==> src/rtl/cpu_cycle_sched_m.sv <==
// cpu_cycle_sched_m: CPU phi2 generator choosing fast 4 MHz cycles or host-aligned stretched cycles
module cpu_cycle_sched_m #(
    parameter int WAIT_CNT_W = 8
) (
    input  logic                  bbc_ck8,
    input  logic                  resetb,
    input  logic                  bbc_phi0,
    input  logic                  bbc_1mhze,
    input  logic                  hs_en,
    input  logic                  acc_valid,
    input  logic                  acc_host,
    input  logic                  acc_1mhz,
    input  logic                  wait_cnt_clr,
    output logic                  cpu_phi2,
    output logic                  host_cycle,
    output logic                  data_latch_en,
    output logic [WAIT_CNT_W-1:0] wait_cnt
);
    typedef enum logic [3:0] {
        PH1       = 4'b0001,
        FAST_PH2  = 4'b0010,
        HOST_WAIT = 4'b0100,
        HOST_PH2  = 4'b1000
    } state_t;
    state_t     state, nxt;
    logic       phi0_q;
    logic [1:0] hph;
    logic       hr, hn;
    assign hr = (hph == 2'd1) & (~acc_1mhz | bbc_1mhze);
    assign hn = ~hs_en | (acc_valid & acc_host);
    always_comb begin
        nxt = state == PH1       ? (hn ? (hr ? HOST_PH2 : HOST_WAIT) : FAST_PH2) :
              state == HOST_WAIT ? (hr ? HOST_PH2 : HOST_WAIT) :
              state == HOST_PH2  ? (hph == 2'd3 ? PH1 : HOST_PH2) : PH1;
    end
    always_ff @(posedge bbc_ck8 or negedge resetb) begin
        if (!resetb) begin
            phi0_q   <= 1'b0;
            hph      <= 2'd0;
            state    <= PH1;
            cpu_phi2 <= 1'b0;
            wait_cnt <= '0;
        end else begin
            phi0_q   <= bbc_phi0;
            hph      <= (phi0_q & ~bbc_phi0) ? 2'd0 : hph + 2'd1;
            state    <= nxt;
            cpu_phi2 <= (nxt == FAST_PH2) | (nxt == HOST_PH2);
            wait_cnt <= wait_cnt_clr ? '0 :
                        (nxt == HOST_WAIT && wait_cnt != '1) ? wait_cnt + 1'b1 : wait_cnt;
        end
    end
    assign host_cycle    = state == HOST_PH2;
    assign data_latch_en = host_cycle & (hph == 2'd3);
endmodule

==> config.mk <==
export PLATFORM = sky130hd
export DESIGN_NAME = cpu_cycle_sched_m
export DESIGN_NICKNAME = d
export VERILOG_FILES = /design/src/rtl/cpu_cycle_sched_m.sv
export SDC_FILE = /design/constraint.sdc
export NUM_CORES = 1
export LEC_CHECK = 0
export BUFFER_PORTS_ARGS = -buffer_cell sky130_fd_sc_hd__buf_4
export CELL_PAD_IN_SITES_DETAIL_PLACEMENT = 1
export CELL_PAD_IN_SITES_GLOBAL_PLACEMENT = 2
export CORE_UTILIZATION = 31
export DETAILED_ROUTE_END_ITERATION = 12
export PLACE_DENSITY_LB_ADDON = 0.3
export SYNTH_ARGS = -nofsm -noshare
export SYNTH_HDL_FRONTEND = slang
export SYNTH_SLANG_ARGS = --single-unit
export TNS_END_PERCENT = 100
==> constraint.sdc <==
create_clock -name bbc_ck8 -period 1.8 [get_ports bbc_ck8]
set_input_delay 0.36 -clock bbc_ck8 [delete_from_list [all_inputs] [get_ports bbc_ck8]]
set_output_delay 0.36 -clock bbc_ck8 [all_outputs]
set_load 0.1 [all_outputs]
* Word-level counts from Yosys, hierarchy flattened
Index checks and enable logic that the tools add are counted.
** Word-level totals
- Register bits after elaboration :: 16
- Input port bits :: 9
- Output and inout port bits :: 11
** Cells by class
- Add/subtract/negate cells :: 2
- Eq/ne operators :: 9
- Muxes and demuxes :: 9
- Bitwise operators :: 10
- Reduce and logical (&&, ||, !) cells :: 2
** Operators with widths (count)
- 4-bit 2-to-1 mux :: 6
- 8-bit 2-to-1 mux :: 2
- 8-bit by 1-bit adder with 8-bit output (second input constant) :: 1
- 4-bit by 3-bit == test with 1-bit output (second input constant) :: 2
- 4-bit == test (second input constant) :: 2
- 8-bit inequality test (second input constant) :: 1
- 1-bit AND :: 4
- 4-bit by 1-bit == test with 1-bit output (second input constant) :: 1
- 4-bit by 2-bit == test with 1-bit output (second input constant) :: 1
- 1-bit inverter :: 3
- 1-bit OR :: 3
- 2-bit by 1-bit adder with 2-bit output (second input constant) :: 1
- 2-bit by 1-bit == test with 1-bit output (second input constant) :: 1
- 2-bit == test (second input constant) :: 1
- 2-bit 2-to-1 mux :: 1
- 2-bit nonzero test :: 1
- 1-bit logical AND :: 1

* Depth between registers and ports, before layout
- Word-level depth :: 10
- Gate-level depth with buffers :: 7
- Gate-level depth less buffers :: 6

* Least setup slack after synthesis
OpenSTA, ideal clock, no wires.
- Path kind :: register -> output
- Start :: reg state[1]
- End :: out data_latch_en
- Arrival :: 4.778 ns
- Data required time :: 1.440 ns
- Path slack :: -3.338 ns
- Stages on the path, launching flop included :: 3
- Buffers on the path :: 0
- Path through :: dfrtp_1 -> nor4b_1 -> and2_1
** Between the ends
- Cells in the longest elaborated chain, start to end :: 2
** RTL lines
- from (decl) :: RTL line 25 : state_t state, nxt;
- from (signal assigned) :: RTL line 46 : state <= nxt;
- 4-bit == test :: RTL line 52 : assign host_cycle = state == HOST_PH2;
- via host_cycle :: RTL line 15 : output logic host_cycle,
- 1-bit AND :: RTL line 53 : assign data_latch_en = host_cycle & (hph == 2'd3);
- to (decl) :: RTL line 16 : output logic data_latch_en,
The timed path passes the listed nets, and every way through them passes these cells.

* Final worst setup path
- Start :: reg state[1]
- End :: out data_latch_en
** Between the ends
- Cells in the longest elaborated chain, start to end :: 2
** RTL lines (RTL line)
- 4-bit == test :: 52
- 1-bit AND :: 53
Every way passes these cells.

==> flow_summary.ini <==
[worst_setup_path]
path_class = reg -> out
crit_fanout = 3
endpoint_kind = output pin
required_ns = 1.44
start_kind = flop
critPathArrivalTime_ns = 1.44

[sta]
drv_slew = 0
hold_viol_final = 0
min_period_over_period_pct = 100
relSlewSlack_pct = 79.7
max_slew.worst_pin.slew_ns = 0.304
finalSetupViolations = 1
rsz0062_at_grt = yes
setup_tns_ns = -0.000984
fin_skew_ns = 0.00398
max_freq_mhz = 555
period_needed_ns = 1.80
fin_ws_ns = -0.000984

[clocking]
clkTransAtPathRegs_ns = 0.10
cts_tree = built
clkLatencyLatePin_ns = 0.29
clk_path_buf_depth = 2
cts_root_buf = clkbuf_4
cts-htree-levels = 1
cts_made_buffers = 3
clock_sinks = 16

[synthesis]
synth-edff-count = 0
post_synth.cell_area_avg_sq_um = 10.7
synth_nets = 84
synth_top_flop_cell = dfrtp_1
syn-instance-count = 72
async_flop_share_pct = 100
yosysMostFrequentCell = dfrtp_1
synth_top_area_share_pct = 48.5
synth_common_cells = dfrtp_1 (15), a21oi_1 (7), nor2_1 (7)
synth-seq-area-share_pct = 51.9
synth_area_leader_cell = dfrtp_1
ys_warn_count = 0
yosys-top-cells-area = dfrtp_1 (49%), ha_1 (4.9%), a21oi_1 (4.5%)
syn_area_sq_um = 773
synthDistinctLibCells = 28
synth-seq-cells = 16

[final_layout]
syn_to_final_growth_pct = 42.7
fill_cells = 255
drive_gt1_share_pct = 47.5
multi_input_area_sq_um = 390
final_util_pct = 48.5
seqCellArea_sq_um = 428
diodes = 0
nets = 112

[floorplan]
dieArea_sq_um = 2700
die_h_um = 51.9
std_cell_rows = 17
die_w_um = 51.9
core_region_area_sq_um = 2280
start_util_pct = 34.0
io_pins = 20

[routing]
ant_nets = 0
drt-total-wl_um = 1820
first_pass_iters = 4
route.detailed.drc = 0
via_per_inst = 5.05
drtIter0Drc = 5
wl_per_cell_um = 14.4
vias = 641

[power_and_ir_drop]
p_leak_uw = 0.000461
ir_drop_mv = 0.705
power_per_cell_area_nw_per_um2 = 1460

[placement]
gp_congestion = 0.720
dp_hpwl_um = 1330
io_buffers = 19
dp_slack_ns = 0.0756

[outcome]
failed_checks = negative setup slack
status = finished with violations

[min_path]
hold_path_class = in -> reg

[global_route]
grt_pass1_wl_um = 3050
first_global_vias = 672
overflow = 0
grt_max_degree = 17
grt_usage_pct = 16.0
antenna_found_initial = 0

[flow_run]
drv_cap = 0
flip-flops by register name (all words and copies together) (netlist names):
| signal | count |
|---|---|
| state | 4 |
| wait_cnt | 8 |
| cpu_phi2 | 1 |
| phi0_q | 1 |
| hph | 2 |
worst max-delay path, stage by stage (launching register included):
cell     delay [ns]
dfrtp_2        0.43
nor4b_4        0.35
and2_4         0.21
buf_12         0.16
logic make-up (layout without fill, tap and decap cells):
logic type | Yosys count | after routing | synth area share (%)
mux | 1 | 1 | 1.29
xor+xnor | 3 | 3 | 3.40
buf+inv | 5 | 32 | 3.40
fa+ha+maj | 3 | 3 | 4.85
flops | 16 | 16 | 51.9
compound gates | 14 | 14 | 11.8
simple gates | 30 | 30 | 23.3
layout make-up:
cell class / instances / area share (%)
clock buffer: 4 / 3.29
inverter: 3 / 1.02
multi-input combinational: 51 / 35.4
sequential: 16 / 38.8
tap: 28 / 3.17
timing repair buffer: 25 / 18.4
per-stage QoR:
stage / area (sq um) / total power (uW) / hold slack, ns / cells
global placement: 1010 / 1300 / 0.232 / 119
global route: 1100 / 1710 / 0.167 / 127
finish: 1100 / 1610 / 0.182 / 127
CTS: 1100 / 1590 / 0.175 / 127
floorplan: 836 / 1140 / 0.0644 / 72
detailed placement: 1010 / 1320 / 0.231 / 119
power by group:
group	switching, uW	internal [uW]	leakage, uW
registers	88.2	460	0.000193
logic	508	308	0.000247
clock network	121	123	0.0000210
total	717	891	0.000461
final timing paths:
path,startpoint,end,slack [ns],depth (start not counted)
max,state[1],data_latch_en,-0.001,3
min,bbc_phi0,phi0_q,0.18,1
max reg2reg,state[0],wait_cnt[7],0.09,5
min reg2reg,hph[0],hph[0],0.48,1
max in group asynchronous,resetb,state[0],1.09,2
min in group asynchronous,resetb,wait_cnt[6],0.46,2
cells in the final DEF, fill, tap and decap left out, drive strengths merged, types with 3 or more instances in the layout:
| cell | netlist | routed |
|---|---|---|
| inv | 3 | 3 |
| buf | 2 | 24 |
| clkbuf | 0 | 4 |
| dfrtp | 15 | 15 |
| nand2 | 3 | 3 |
| ha | 3 | 3 |
| o31ai | 3 | 3 |
| nor2 | 7 | 7 |
| nand3 | 5 | 5 |
| or4 | 3 | 3 |
| a21oi | 7 | 7 |
| or3 | 3 | 3 |
per-layer routing:
layer / part of all wire [%] / GRT usage [%] / vias up
li1: - / - / 311
met1: 44 / 19.3 / 315
met2: 52 / 27.1 / 11
met3: 3.0 / 3.51 / 4
met4: 1.3 / 6.76 / 0
met5: 0 / 0 / -
repair_timing:
action,in CTS,in global routing
hold endpoints to repair,15,0
hold buffers,1,0
gates resized for setup,4,1
setup endpoints to repair,2,7
gates cloned,0,0
setup buffers,3,0
pin swaps,1,1
(Power assumes the default switching activity.)
